--- config.mk ---
export PLATFORM = sky130hd
export DESIGN_NAME = rf_write_arbiter
export DESIGN_NICKNAME = d
export VERILOG_FILES = /design/src/rtl/rf_pkg.sv /design/src/rtl/rf_wr_fifo.sv /design/src/rtl/rf_write_arbiter.sv
export SDC_FILE = /design/constraint.sdc
export NUM_CORES = 1
export LEC_CHECK = 0
export CORE_ASPECT_RATIO = 1.25
export CORE_UTILIZATION = 40
export CTS_CLUSTER_SIZE = 16
export DETAILED_ROUTE_END_ITERATION = 7
export GPL_ROUTABILITY_DRIVEN = 0
export PLACE_DENSITY = 0.69
export SYNTH_ARGS = -nofsm -noshare
export SYNTH_HDL_FRONTEND = slang
export SYNTH_SLANG_ARGS = --single-unit
--- constraint.sdc ---
create_clock -name clk -period 2.5 [get_ports clk]
set_input_delay 0.625 -clock clk [delete_from_list [all_inputs] [get_ports clk]]
set_output_delay 0.625 -clock clk [all_outputs]
set_load 0.02 [all_outputs]
--- src/rtl/rf_pkg.sv ---
// -----------------------------------------------------------------------------
// rf_pkg
// Shared definitions for the register-file write-port arbiter and its queue.
//   REG_W      : register id width (16 architectural registers)
//   R0         : hard-wired zero register; writes to it never reach the port
//   DATA_W_DEF : default register data width
//   rf_tag_t   : per-entry queue tag {live, register id}. Entry data is kept in
//                a parallel array so its width can follow the DATA_W parameter.
// -----------------------------------------------------------------------------
package rf_pkg;

    localparam int REG_W = 4;
    localparam logic [REG_W-1:0] R0 = 4'd0;
    localparam int DATA_W_DEF = 16;

    typedef struct packed {
        logic             live;
        logic [REG_W-1:0] rid;
    } rf_tag_t;

endpackage

--- src/rtl/rf_wr_fifo.sv ---
// -----------------------------------------------------------------------------
// rf_wr_fifo
// Circular FIFO of long-latency register writes with a live bit per entry.
// A live bit is cleared when its entry is popped or squashed by a newer write to
// the same register, so "live" also implies "occupied" for the query ports.
// Ports:
//   clk, rst             clock, asynchronous active-high reset
//   push, push_reg/data  enqueue a new live entry
//   pop                  retire the head entry
//   squash_en/reg        kill every queued entry targeting squash_reg
//   query_a/b            register ids compared against live entries
//   head_live/reg/data   head entry contents
//   count                number of occupied slots (live or dead)
//   hit_a/b              a live entry targets query_a / query_b
// -----------------------------------------------------------------------------
module rf_wr_fifo
    import rf_pkg::*;
#(
    parameter int DEPTH  = 2,
    parameter int DATA_W = DATA_W_DEF,
    localparam int PTR_W = $clog2(DEPTH),
    localparam int CNT_W = $clog2(DEPTH + 1)
) (
    input  logic              clk,
    input  logic              rst,
    input  logic              push,
    input  logic [REG_W-1:0]  push_reg,
    input  logic [DATA_W-1:0] push_data,
    input  logic              pop,
    input  logic              squash_en,
    input  logic [REG_W-1:0]  squash_reg,
    input  logic [REG_W-1:0]  query_a,
    input  logic [REG_W-1:0]  query_b,
    output logic              head_live,
    output logic [REG_W-1:0]  head_reg,
    output logic [DATA_W-1:0] head_data,
    output logic [CNT_W-1:0]  count,
    output logic              hit_a,
    output logic              hit_b
);

    localparam logic [PTR_W-1:0] PTR_ONE = PTR_W'(1);
    localparam logic [CNT_W-1:0] CNT_ONE = CNT_W'(1);

    rf_tag_t           tag_r  [DEPTH];
    logic [DATA_W-1:0] data_r [DEPTH];
    logic [PTR_W-1:0]  rd_ptr_r;
    logic [PTR_W-1:0]  wr_ptr_r;
    logic [CNT_W-1:0]  count_r;

    assign head_live = tag_r[rd_ptr_r].live;
    assign head_reg  = tag_r[rd_ptr_r].rid;
    assign head_data = data_r[rd_ptr_r];
    assign count     = count_r;

    // Pointers and occupancy; DEPTH is a power of two so pointers wrap naturally.
    always_ff @(posedge clk or posedge rst) begin
        if (rst) begin
            rd_ptr_r <= PTR_W'(0);
            wr_ptr_r <= PTR_W'(0);
            count_r  <= CNT_W'(0);
        end else begin
            if (push) begin
                wr_ptr_r <= wr_ptr_r + PTR_ONE;
            end
            if (pop) begin
                rd_ptr_r <= rd_ptr_r + PTR_ONE;
            end
            case ({push, pop})
                2'b10:   count_r <= count_r + CNT_ONE;
                2'b01:   count_r <= count_r - CNT_ONE;
                default: count_r <= count_r;
            endcase
        end
    end

    // Live tags: squash hits older entries only, because the push below overrides it.
    always_ff @(posedge clk or posedge rst) begin
        if (rst) begin
            for (int i = 0; i < DEPTH; i++) begin
                tag_r[i] <= '{live: 1'b0, rid: R0};
            end
        end else begin
            for (int i = 0; i < DEPTH; i++) begin
                if (squash_en && (tag_r[i].rid == squash_reg)) begin
                    tag_r[i].live <= 1'b0;
                end
            end
            if (pop) begin
                tag_r[rd_ptr_r].live <= 1'b0;
            end
            if (push) begin
                tag_r[wr_ptr_r] <= '{live: 1'b1, rid: push_reg};
            end
        end
    end

    // Entry data storage.
    always_ff @(posedge clk or posedge rst) begin
        if (rst) begin
            for (int i = 0; i < DEPTH; i++) begin
                data_r[i] <= DATA_W'(0);
            end
        end else if (push) begin
            data_r[wr_ptr_r] <= push_data;
        end
    end

    // Query compare against live entries.
    always_comb begin
        hit_a = 1'b0;
        hit_b = 1'b0;
        for (int i = 0; i < DEPTH; i++) begin
            hit_a = hit_a | (tag_r[i].live & (tag_r[i].rid == query_a));
            hit_b = hit_b | (tag_r[i].live & (tag_r[i].rid == query_b));
        end
    end

endmodule

--- src/rtl/rf_write_arbiter.sv ---
// -----------------------------------------------------------------------------
// rf_write_arbiter
// Shares the register file write port between writeback (always wins) and a
// queue of long-latency results that drains on idle writeback cycles.
// Ports:
//   clk, rst                        clock, asynchronous active-high reset
//   wb_valid/reg/data               writeback write, never back-pressured
//   ml_valid/reg/data, ml_ready     long-latency offer / queue has room
//   rs_id, rt_id, pend_rs, pend_rt  live queued write targets a source id
//   starve                          hazard unit must bubble writeback
//   rf_write_reg, rf_reg_id, rf_wdata   registered write port to the decoder
// -----------------------------------------------------------------------------
module rf_write_arbiter
    import rf_pkg::*;
#(
    parameter int DEPTH        = 2,
    parameter int DATA_W       = DATA_W_DEF,
    parameter int STARVE_LIMIT = 4
) (
    input  logic              clk,
    input  logic              rst,
    input  logic              wb_valid,
    input  logic [REG_W-1:0]  wb_reg,
    input  logic [DATA_W-1:0] wb_data,
    input  logic              ml_valid,
    input  logic [REG_W-1:0]  ml_reg,
    input  logic [DATA_W-1:0] ml_data,
    output logic              ml_ready,
    input  logic [REG_W-1:0]  rs_id,
    input  logic [REG_W-1:0]  rt_id,
    output logic              pend_rs,
    output logic              pend_rt,
    output logic              starve,
    output logic              rf_write_reg,
    output logic [REG_W-1:0]  rf_reg_id,
    output logic [DATA_W-1:0] rf_wdata
);

    localparam int CNT_W  = $clog2(DEPTH + 1);
    localparam int SCNT_W = $clog2(STARVE_LIMIT + 1);
    localparam logic [CNT_W-1:0]  DEPTH_C  = CNT_W'(DEPTH);
    localparam logic [SCNT_W-1:0] LIMIT_C  = SCNT_W'(STARVE_LIMIT);
    localparam logic [SCNT_W-1:0] SCNT_ONE = SCNT_W'(1);

    logic              head_live_s;
    logic [REG_W-1:0]  head_reg_s;
    logic [DATA_W-1:0] head_data_s;
    logic [CNT_W-1:0]  count_s;
    logic              hit_rs_s;
    logic              hit_rt_s;
    logic              head_valid_s;
    logic              push_s;
    logic              pop_s;
    logic              take_head_s;
    logic              squash_s;
    logic [SCNT_W-1:0] scnt_r;
    logic [SCNT_W-1:0] scnt_nxt_s;

    // Ready depends on count alone, so a full queue stays closed during a pop.
    assign ml_ready     = (count_s < DEPTH_C);
    assign push_s       = ml_valid & ml_ready;
    assign head_valid_s = (count_s != CNT_W'(0));
    assign squash_s     = wb_valid & (wb_reg != R0);
    assign pend_rs      = hit_rs_s & (rs_id != R0);
    assign pend_rt      = hit_rt_s & (rt_id != R0);

    rf_wr_fifo #(
        .DEPTH  (DEPTH),
        .DATA_W (DATA_W)
    ) u_fifo (
        .clk        (clk),
        .rst        (rst),
        .push       (push_s),
        .push_reg   (ml_reg),
        .push_data  (ml_data),
        .pop        (pop_s),
        .squash_en  (squash_s),
        .squash_reg (wb_reg),
        .query_a    (rs_id),
        .query_b    (rt_id),
        .head_live  (head_live_s),
        .head_reg   (head_reg_s),
        .head_data  (head_data_s),
        .count      (count_s),
        .hit_a      (hit_rs_s),
        .hit_b      (hit_rt_s)
    );

    // Pop choice: a dead head always leaves; a live head leaves only when writeback is idle.
    always_comb begin
        pop_s       = 1'b0;
        take_head_s = 1'b0;
        if (head_valid_s) begin
            pop_s       = ~head_live_s | ~wb_valid;
            take_head_s = head_live_s & ~wb_valid;
        end else begin
            pop_s       = 1'b0;
            take_head_s = 1'b0;
        end
    end

    // Next starvation count: blocked live head counts up, any pop or empty queue clears.
    always_comb begin
        scnt_nxt_s = scnt_r;
        if (pop_s || !head_valid_s) begin
            scnt_nxt_s = SCNT_W'(0);
        end else if (head_live_s && wb_valid && (scnt_r != LIMIT_C)) begin
            scnt_nxt_s = scnt_r + SCNT_ONE;
        end else begin
            scnt_nxt_s = scnt_r;
        end
    end

    // Starvation counter and its registered flag.
    always_ff @(posedge clk or posedge rst) begin
        if (rst) begin
            scnt_r <= SCNT_W'(0);
            starve <= 1'b0;
        end else begin
            scnt_r <= scnt_nxt_s;
            starve <= (scnt_nxt_s == LIMIT_C);
        end
    end

    // Write port register: id/data hold when nothing is written.
    always_ff @(posedge clk or posedge rst) begin
        if (rst) begin
            rf_write_reg <= 1'b0;
            rf_reg_id    <= R0;
            rf_wdata     <= DATA_W'(0);
        end else if (wb_valid) begin
            rf_write_reg <= (wb_reg != R0);
            rf_reg_id    <= wb_reg;
            rf_wdata     <= wb_data;
        end else if (take_head_s) begin
            rf_write_reg <= (head_reg_s != R0);
            rf_reg_id    <= head_reg_s;
            rf_wdata     <= head_data_s;
        end else begin
            rf_write_reg <= 1'b0;
        end
    end

endmodule

[Yosys cells after proc, flatten, opt, wreduce, memory -nomap -nowiden]
Index checks and enable logic that the tools add are counted.
W data, S select, Z words.
Cells by class
  add/sub/neg operators: 5
  $mul: 0
  divide/modulo/power cells: 0
  order comparisons: 5
  equality and inequality tests: 10
  shifts and indexed selects: 0
  muxes and demuxes: 30
  bitwise logic cells: 16
  reduce and logical (&&, ||, !) cells: 15
Operators by type and width (count)
  $mux W16: 6
  $bwmux W32: 1
  $mux W5: 5
  $eq A4 B4 Y1: 6
  $bwmux W10: 2
  $mux W10: 2
  $demux W16 S1: 1
  $reduce_bool A4 Y1: 4
  $demux W5 S1: 2
  $and A1 B1 Y1: 9
  $mux W4: 2
  $logic_and A1 B1 Y1: 6
  $mux W1: 6
  $mux W3: 2
  $reduce_bool A2 Y1: 3
  $ge A2 B2 Y1 const B: 2
  $lt A2 B1 Y1 const B: 2
  $not A1 Y2: 2
  $pmux W2 S2: 1
  $add A3 B1 Y3 const B: 1
  $eq A3 B3 Y1 const B: 1
  $ne A3 B3 Y1 const B: 1
  $or A1 B1 Y1: 3
  $add A1 B1 Y1 const B: 2
  8 further kinds: 9
Storage, ports and cells
  register bits: 71
  bits in latches: 0
  bits in writable memories: 0
  ROM bits: 0
  input bits: 52
  output and inout bits: 25
  logic and storage cells: 95
  memories: 0

[Logic depth before layout (Yosys ltp)]
Gate-level depths: netlist of run 1.
  word-level depth: 10
  mapped depth: 8
  gate-level depth less buffers: 6

[Hierarchy]
A second synthesis of run 1 with hierarchy kept.
Unflattened totals
  cells, all modules: 295
  area, all modules: 3641.0 um2
Modules (own cells, without submodules)
  rf_wr_fifo: times used 1, cells an instance 169, area each 2369.8 um2, sequential area each 1151.1 um2
  rf_write_arbiter: times used 1, cells an instance 126, area each 1271.2 um2, sequential area each 625.6 um2

[Worst setup path after synthesis of run 1]
Ideal clock, no wire load.
  kind: in2out
  from: input rt_id[0]
  to: output pend_rt
  arrival time: 1.296 ns
  data required time: 1.875 ns
  slack: 0.579 ns
  stages: 3
  path buffers: 0
  path through: or3_1 > a21oi_1 > o22ai_1
On the way
  longest elaborated chain between the ends: 4
  elaborated cells on any way between the ends: 7
  those cells by class: 2 x eq/ne; 4 x bitwise; 1 x reduce/logical
RTL lines
  start, declared: line rf_write_arbiter.sv:30  | input logic [REG_W-1:0] rt_id,
  $eq A4 B4 Y1: line rf_wr_fifo.sv:115  | hit_b = hit_b | (tag_r[i].live & (tag_r[i].rid == query_b));
  $and A1 B1 Y1: line rf_wr_fifo.sv:115
  $or A1 B1 Y1: line rf_wr_fifo.sv:115
  $and A1 B1 Y1 *: line rf_write_arbiter.sv:65  | assign pend_rt = hit_rt_s & (rt_id != R0);
  end, declared: line rf_write_arbiter.sv:32  | output logic pend_rt,
Mark *: on every way between the ends. The rest lies on a longest branch, timed or not.

[Worst setup path after layout of run 1]
  from: input rs_id[3]
  to: output pend_rs
On the way
  longest elaborated chain between the ends: 4
  elaborated cells on any way between the ends: 7
  those cells by class: 2 x eq/ne; 4 x bitwise; 1 x reduce/logical
RTL lines
  start, declared: line rf_write_arbiter.sv:29  | input logic [REG_W-1:0] rs_id,
  $eq A4 B4 Y1: line rf_wr_fifo.sv:114  | hit_a = hit_a | (tag_r[i].live & (tag_r[i].rid == query_a));
  $and A1 B1 Y1: line rf_wr_fifo.sv:114
  $or A1 B1 Y1: line rf_wr_fifo.sv:114
  $and A1 B1 Y1 *: line rf_write_arbiter.sv:64  | assign pend_rs = hit_rs_s & (rs_id != R0);
  end, declared: line rf_write_arbiter.sv:31  | output logic pend_rs,
Marked as above.

==> qor.yml, run 1 <==
outcome:
  status: "completed"
run:
  cap_viol_max_count: 0
pwr:
  sw_frac_of_total_pct: 37.3
  p_seq_share_pct: 40.5
  peakVddDrop_mv: 0.523
  p_leak_uw: 0.00197
  power.density_mw_per_mm2: 1110
  p_int_uw: 3280
  pwr-share-comb_pct: 44.3
  p_clk_share_pct: 15.2
  p_switching_uw: 1950
grt:
  antenna_found_initial: 0
  grt_pass1_wl_mm: 14.0
  grt_usage_pct: 19.6
  gr-total-overflow: 0
  grt_pass1_vias: 2824
  grt_max_degree: 27
final_layout:
  layout-drive-gt1-share_pct: 9.85
  layout_commonest_cell: "dfrtp_1"
  largest_register_ffs: 32
  fin_nets: 457
  antenna_cells: 0
  area_growth_pct: 30.8
  instances_no_fill: 526
  nFillCells: 782
  layout.cells.most_common_list: "dfrtp_1, clkdlybuf4s50_1, mux2_1"
  regMostFlops: "u_fifo.data_r"
  top_regs: "u_fifo.data_r x32, rf_wdata x16, u_fifo.tag_r x10"
setup_path:
  critPathLaunchType: "input port"
  critical_path.cell_chain: "clkdlybuf4s50_1 -> or3_1 -> a21oi_1 -> o22ai_1 -> buf_2"
  critPathKind: "in2out"
  path_buf_inv: 2
  crit_slowest_cell: "clkdlybuf4s50_1"
  critical-path-max-stage-delay_ns: 0.46
  crit_arrival_ns: 1.80
  crit_family: "buffers and inverters"
  crit_required_ns: 1.88
  critPathCaptureType: "output pin"
  path_max_fanout: 4
synthesis:
  synthesis.nets: 376
  synth_top_family_by_area: "multiplexers"
  synth-seq-cells: 71
  yosysWarnings: 0
  ys_types: 39
  synthAdderAreaFrac_pct: 1.04
  syn_avg_cell_area_um2: 11.2
  synth-compound-area-share_pct: 8.41
  synth-xor-area-share_pct: 6.08
  synth-simple-area-share_pct: 10.7
  syn-instance-count: 321
  synthFlopType: "dfrtp_1"
  synth_edf_count: 0
  ys_async_sr_fraction_pct: 100
  synth_mux_area_share_pct: 19.6
  yosysSeqAreaShare_pct: 49.3
  syn_area_mm2: 0.00360
clock_tree:
  clockBufferDepth: 2
  clk_latency_ns: 0.34
  cts_inserted_buffers: 9
  htreeDepth: 3
  cts-root-buf: "clkbuf_8"
  path_clk_slew_ns: 0.07
  cts_tree: "done"
  clkSinkCount: 71
floorplan:
  initial_core_util_pct: 41.4
  die_x_um: 86.9
  dieArea_mm2: 0.00939
  ios: 77
  row_count: 38
  die_h_um: 108
  core_area_mm2: 0.00870
sta:
  rsz0062_at_grt: "false"
  period_share_pct: 96.8
  finalHoldViolCount: 0
  max-slew-margin-rel_pct: 41.2
  min_period_ns: 2.42
  setup_violations: 0
  maxSlewViolCount: 0
  tightest_slew_ns: 0.883
  skew_ns: 0.00600
  fmaxAchievable_ghz: 0.413
  hold_slack_ns: 0.483
placement:
  io_buffers: 76
  hpwl_mm: 5.96
  place_inst: 511
detailed_routing:
  dr.first_iter.drc_count: 119
  dr.pass1.iters: 4
  wl_per_cell_um: 15.8
  drt_wl_total_mm: 8.29
  dr_total_vias: 2691
  routed_via_density: 5.12
  drc: 0
  postRouteAntennaNets: 0
worst_hold_path:
  hold_path.class: "reg2reg"
## final cells by class
cell class	instances	area [um^2]	share of cell area (%)
repair buffers	88	868	18.4
well taps	120	150	3.19
inverters	25	93.8	1.99
clock inverters	4	22.5	0.478
multi-input cells	207	1660	35.2
clock buffers	11	141	3.00
flip-flops and latches	71	1780	37.7
## per-stage QoR
stage	TNS [ns]	cell area [um^2]	setup WS (ns)	util [%]	total power, uW
floorplan	0	3600	0.0784	-	3620
global placement	-0.734	4550	-0.372	52.3	4400
detailed placement	-0.849	4550	-0.438	52.3	4480
CTS	0	4700	0.0435	54.1	5280
global route	0	4710	0.00313	54.1	5600
finish	0	4710	0.0790	54.1	5230
## timing repair
action / CTS / global route
cloned: 0 / 0
setup buffers: 0 / 0
gates resized for setup: 12 / 2
hold buffers: 0 / 0
endpoints found under the setup margin: 2 / 1
## synthesized netlist by cell type (2+ instances only)
cell type,instances,area [um^2]
dfrtp_1,71,1780
mux2_1,56,631
nand2_1,25,93.8
inv_1,24,90.1
nand3_1,24,120
xnor2_1,23,201
o311ai_1,20,175
clkbuf_1,9,33.8
nor2_1,8,30.0
buf_2,6,30.0
a21oi_1,5,25.0
and2_1,5,31.3
mux2_2,4,45.0
nand4_1,4,25.0
ha_1,3,37.5
or3_1,3,18.8
a2bb2oi_1,2,17.5
buf_1,2,7.51
mux2_4,2,30.0
nor2b_1,2,12.5
nor3_1,2,10.0
nor3b_1,2,15.0
o22ai_1,2,12.5
xor2_1,2,17.5
## cell families (layout without fill, tap and decap cells)
| family | count (synthesis) | count (layout) |
|---|---|---|
| simple gates | 79 | 79 |
| flops | 71 | 71 |
| mux | 62 | 62 |
| buf+inv | 43 | 128 |
| compound gates | 38 | 38 |
| xor+xnor | 25 | 25 |
| fa+ha+maj | 3 | 3 |
## layer usage
layer | up-vias | global-route usage, % | routed length (um)
met5 | - | 0 | 0
met4 | 0 | 6.43 | 102
met3 | 8 | 4.81 | 340
met2 | 57 | 33.3 | 4240
met1 | 1341 | 24.1 | 3610
li1 | 1285 | - | -
## final timing paths
path	start	end	slack, ns	cells past startpoint
min reg2reg	u_fifo.data_r[23]$_DFFE_PP0P_	u_fifo.data_r[23]$_DFFE_PP0P_	0.48	1
max in group asynchronous	rst	u_fifo.tag_r[3]$_DFFE_PP0P_	1.35	3
min	u_fifo.data_r[23]$_DFFE_PP0P_	u_fifo.data_r[23]$_DFFE_PP0P_	0.48	1
max reg2reg	u_fifo.rd_ptr_r$_DFFE_PP0N_	rf_wdata[8]$_DFFE_PP0P_	0.54	3
max	rs_id[3]	pend_rs	0.08	5
min in group asynchronous	rst	rf_wdata[5]$_DFFE_PP0P_	0.63	2
## power groups by stage
stage	clock, uW	sequential [uW]	combinational, uW
2_1_floorplan	0	2140	1480
3_3_place_gp	0	2110	2300
3_5_place_dp	0	2130	2350
4_1_cts	818	2120	2350
5_1_grt	881	2190	2530
6_report	794	2120	2310
Note: power is estimated with default switching activity, not from simulation.
==> run 2: changes to the inputs <==
--- a/config.mk
+++ b/config.mk
@@ -12,3 +12,3 @@
 export GPL_ROUTABILITY_DRIVEN = 0
-export PLACE_DENSITY = 0.69
+export PLACE_DENSITY = 0.66
 export SYNTH_ARGS = -nofsm -noshare
==> constraint.sdc (replaced) <==
create_clock -name clk -period 2.8 [get_ports clk]
set_input_delay 0.84 -clock clk [delete_from_list [all_inputs] [get_ports clk]]
set_output_delay 0.84 -clock clk [all_outputs]
set_load 0.02 [all_outputs]
==> qor.yml, run 2 (synthesized netlist as in run 1, its figures left out) <==
detailed_routing:
  routed_via_density: 5.19
  wl_per_cell_um: 16.0
  dr_total_vias: 2723
  dr.pass1.iters: 4
  dr.first_iter.drc_count: 111
  drc: 0
  drt_wl_total_mm: 8.38
  postRouteAntennaNets: 0
setup_path:
  path_max_fanout: 3
  r2r-end: "rf_reg_id[1]$_DFFE_PP0P_"
  reg2regPathDepth: 4
  crit_arrival_ns: 1.91
  critPathCaptureType: "output pin"
  critPathLaunchType: "input port"
  worst-r2r-setup-slack_ns: 0.73
  rr_startpoint: "u_fifo.rd_ptr_r$_DFFE_PP0N_"
  crit_required_ns: 1.96
  critPathKind: "in2out"
worst_hold_path:
  whs_endpoint: "u_fifo.data_r[31]$_DFFE_PP0P_"
  hold_depth: 1
  hold_path.class: "reg2reg"
  min_from: "u_fifo.data_r[31]$_DFFE_PP0P_"
pwr:
  pwr-share-comb_pct: 44.7
  p_seq_share_pct: 39.0
  p_clk_share_pct: 16.3
  sw_frac_of_total_pct: 36.5
  power.density_mw_per_mm2: 1010
  p_switching_uw: 1740
  p_int_uw: 3020
  p_leak_uw: 0.00197
  peakVddDrop_mv: 0.529
sta:
  rsz0062_at_grt: "false"
  min_period_ns: 2.75
  period_share_pct: 98.2
  setup_violations: 0
  maxSlewViolCount: 0
  finalHoldViolCount: 0
  skew_ns: 0.00756
  worst_slack_ns: 0.0497
  fmaxAchievable_ghz: 0.364
  max-slew-margin-rel_pct: 38.0
  tightest_slew_ns: 0.930
final_layout:
  layout-drive-gt1-share_pct: 10.1
  regMostFlops: "u_fifo.data_r"
  area_growth_pct: 31.2
  largest_register_ffs: 32
  layout.cells.most_common_list: "dfrtp_1, clkdlybuf4s50_1, mux2_1"
  final_util_pct: 54.3
  fin_nets: 457
  layout_commonest_cell: "dfrtp_1"
  top_regs: "u_fifo.data_r x32, rf_wdata x16, u_fifo.tag_r x10"
  antenna_cells: 0
clock_tree:
  clkSinkCount: 71
  htreeDepth: 3
  cts_inserted_buffers: 9
  cts-root-buf: "clkbuf_8"
  post_cts_buffers: 0
  clk_latency_ns: 0.34
  clockBufferDepth: 2
  cts_tree: "done"
  path_clk_slew_ns: 0.07
grt:
  grt_pass1_wl_mm: 13.8
  grt_max_degree: 46
  gr-total-overflow: 0
  grt_pass1_vias: 2884
  grt_usage_pct: 19.2
  antenna_found_initial: 0
placement:
  io_buffers: 76
  pre_cts_ws_ns: -0.565
  hpwl_mm: 5.96
run:
  cap_viol_max_count: 0
outcome:
  status: "completed"
floorplan:
  row_count: 38
  core_area_mm2: 0.00870
  dieArea_mm2: 0.00939
  die_h_um: 108
  initial_core_util_pct: 41.4
  die_x_um: 86.9
  ios: 77
[run 2: area by class of cell]
class / instances / area [um^2]
fillers: 751 / 3980
clock buffers: 13 / 149
multi-input cells: 207 / 1680
well taps: 120 / 150
inverters: 25 / 93.8
repair buffers: 88 / 850
flip-flops and latches: 71 / 1780
clock inverters: 1 / 30.0
[run 2: through the flow]
| stage | hold slack (ns) | total power, uW | area (um^2) | setup TNS (ns) | cells |
|---|---|---|---|---|---|
| 6_report | 0.482 | 4760 | 4720 | 0 | 525 |
| 5_1_grt | 0.498 | 5080 | 4720 | 0 | 525 |
| 4_1_cts | 0.485 | 4800 | 4710 | 0 | 525 |
| 3_5_place_dp | 0.469 | 4000 | 4540 | -1.11 | 511 |
| 3_3_place_gp | 0.459 | 3940 | 4540 | -1.00 | 511 |
| 2_1_floorplan | 0.450 | 3240 | 3600 | 0 | 321 |
[run 2: per-layer routing]
metal | GRT usage [%] | part of all wire [%] | wire, um
met3 | 3.36 | 4.4 | 370
met1 | 22.7 | 42 | 3530
met2 | 33.1 | 52 | 4320
met4 | 9.88 | 1.8 | 150
met5 | 0 | 0 | 0
[run 2: what timing repair did]
item	CTS	global route
pin swaps	0	1
gates resized for setup	17	6
endpoints found under the setup margin	2	2
hold buffers	0	0
[run 2: worst max path at each step]
| stage | startpoint | to | slack (ns) |
|---|---|---|---|
| finish | rt_id[0] | pend_rt | 0.05 |
| global route | rs_id[0] | pend_rs | 0.001 |
| CTS | rs_id[0] | pend_rs | 0.04 |
| detailed placement | rs_id[0] | pend_rs | -0.57 |
| global placement | rt_id[0] | pend_rt | -0.50 |
| floorplan | rst | rf_reg_id[0]$_DFFE_PP0P_ | 0.16 |
[run 2: power groups by stage]
| stage | Combinational (uW) | Clock [uW] | Sequential [uW] |
|---|---|---|---|
| finish | 2120 | 778 | 1860 |
| global route | 2340 | 836 | 1910 |
| CTS | 2140 | 803 | 1850 |
| detailed placement | 2130 | 0 | 1870 |
| global placement | 2090 | 0 | 1850 |
| floorplan | 1320 | 0 | 1910 |
[run 2: worst max-delay path: stages]
cell and delay, ns:
dlygate4sd2_1 0.28, or3_4 0.41, a21oi_1 0.14, o22ai_1 0.09
buf_2 0.16
==> run 3: changes to the inputs <==
Settings changed: PLACE_DENSITY 0.66 to unset, PLACE_DENSITY_LB_ADDON set to 0.05.
==> qor.yml, run 3 (synthesized netlist as in run 1, its figures left out) <==
sta:
  max-slew-margin-rel_pct: 66.4
  fmaxAchievable_ghz: 0.361
  skew_ns: 0.0131
  period_share_pct: 99.0
  min_period_ns: 2.77
  maxSlewViolCount: 0
  tightest_slew_ns: 0.503
  setup_violations: 0
  finalHoldViolCount: 0
detailed_routing:
  drt_wl_total_mm: 8.32
  wl_per_cell_um: 15.8
  dr_total_vias: 2665
  dr.first_iter.drc_count: 74
  postRouteAntennaNets: 0
  drc: 0
  routed_via_density: 5.06
  dr.pass1.iters: 4
grt:
  grt_pass1_wl_mm: 13.8
  grt_max_degree: 72
  gr-total-overflow: 0
  grt_usage_pct: 19.4
  antenna_found_initial: 0
  grt_pass1_vias: 2782
floorplan:
  dieArea_mm2: 0.00939
  die_h_um: 108
  ios: 77
  initial_core_util_pct: 41.4
  row_count: 38
  core_area_mm2: 0.00870
  die_x_um: 86.9
setup_path:
  critPathKind: "in2out"
  critPathLaunchType: "input port"
  path_buf_inv: 2
  critical-path-max-stage-delay_ns: 0.42
  critical_path.cell_chain: "dlygate4sd2_1 -> or3_4 -> a21oi_2 -> o22ai_1 -> buf_2"
  crit_family: "buffers and inverters"
  critPathCaptureType: "output pin"
  crit_required_ns: 1.96
  crit_arrival_ns: 1.93
  path_max_fanout: 3
  crit_slowest_cell: "or3_4"
pwr:
  peakVddDrop_mv: 0.469
  power.density_mw_per_mm2: 1020
  p_leak_uw: 0.00198
clock_tree:
  path_clk_slew_ns: 0.07
  clockBufferDepth: 2
  ctsHoldBuffers: 0
  clk_latency_ns: 0.34
  cts_inserted_buffers: 9
  cts-root-buf: "clkbuf_8"
  cts_tree: "done"
  clkSinkCount: 71
  htreeDepth: 3
placement:
  io_buffers: 76
  hpwl_mm: 5.74
  placed_area_mm2: 0.00453
final_layout:
  fin_nets: 457
  layout_commonest_cell: "dfrtp_1"
  top_regs: "u_fifo.data_r x32, rf_wdata x16, u_fifo.tag_r x10"
  layout.cells.most_common_list: "dfrtp_1, clkdlybuf4s50_1, mux2_1"
  antenna_cells: 0
  largest_register_ffs: 32
  area_growth_pct: 31.6
  final_util_pct: 54.5
  final_design_area_no_fill_mm2: 0.00474
  layout-drive-gt1-share_pct: 11.1
  regMostFlops: "u_fifo.data_r"
run:
  cap_viol_max_count: 0
worst_hold_path:
  hold_path.class: "reg2reg"
outcome:
  status: "completed"
-- run 3: changes by cell type in the layout (fill, tap and decap cells not counted), moves of 2 or more --
cell,delta
clkinvlp_4,+2
dlygate4sd2_1,+2
clkdlybuf4s15_1,-2
buf_2,+2
clkbuf_1,-2
-- run 3: metal layers --
metal,part of all wire (%),track usage (%),vias up
li1,-,-,1288
met2,49,31.9,52
met5,0,0,-
met1,46,24.8,1314
met4,1.3,7.14,0
met3,4.4,4.50,11
-- run 3: final cells by class --
class | instances | area, um^2
timing repair buffer | 88 | 840
clock inverter | 4 | 53.8
inverter | 25 | 93.8
clock buffer | 12 | 155
fill | 772 | 3960
multi-input combinational | 207 | 1670
sequential | 71 | 1780
tap | 120 | 150
-- run 3: worst reg2reg max path, stage by stage (launching register included) --
cell      delay [ns]
dfrtp_1         0.48
mux2_2          0.54
and2_1          0.44
buf_4           0.25
o311ai_1        0.10
-- run 3: final timing paths --
| kind | from | endpoint | slack (ns) | depth (start not counted) |
|---|---|---|---|---|
| worst max-delay path | rt_id[0] | pend_rt | 0.03 | 5 |
| worst min-delay path | u_fifo.data_r[25]$_DFFE_PP0P_ | u_fifo.data_r[25]$_DFFE_PP0P_ | 0.48 | 1 |
| worst max register to register | u_fifo.tag_r[9]$_DFF_PP0_ | rf_reg_id[0]$_DFFE_PP0P_ | 0.87 | 4 |
| worst min register to register | u_fifo.data_r[25]$_DFFE_PP0P_ | u_fifo.data_r[25]$_DFFE_PP0P_ | 0.48 | 1 |
| max in group asynchronous | rst | u_fifo.data_r[9]$_DFFE_PP0P_ | 1.61 | 3 |
| min in group asynchronous | rst | u_fifo.data_r[8]$_DFFE_PP0P_ | 0.89 | 3 |
-- run 3: per-stage QoR --
| step | TNS, ns | hold slack, ns | total power [uW] | instances | setup WS, ns |
|---|---|---|---|---|---|
| 2_1_floorplan | 0 | 0.450 | 3240 | 321 | 0.163 |
| 3_3_place_gp | -1.01 | 0.460 | 3960 | 511 | -0.506 |
| 3_5_place_dp | -1.09 | 0.468 | 4000 | 511 | -0.553 |
| 4_1_cts | -0.0565 | 0.487 | 4870 | 527 | -0.0565 |
| 5_1_grt | -0.0135 | 0.505 | 5170 | 527 | -0.0135 |
| 6_report | 0 | 0.482 | 4820 | 527 | 0.0286 |
-- run 3: power by group --
part	internal (uW)	switching, uW	leakage (uW)
registers	1500	365	0.000852
logic	1090	1010	0.00103
clock network	462	396	0.0000988
total	3050	1770	0.00198
-- run 3: what timing repair did --
item / 4_1_cts / 5_1_grt
setup endpoints to repair: 2 / 2
buffers inserted: 0 / 0
cloned: 0 / 0
gates resized for setup: 14 / 5
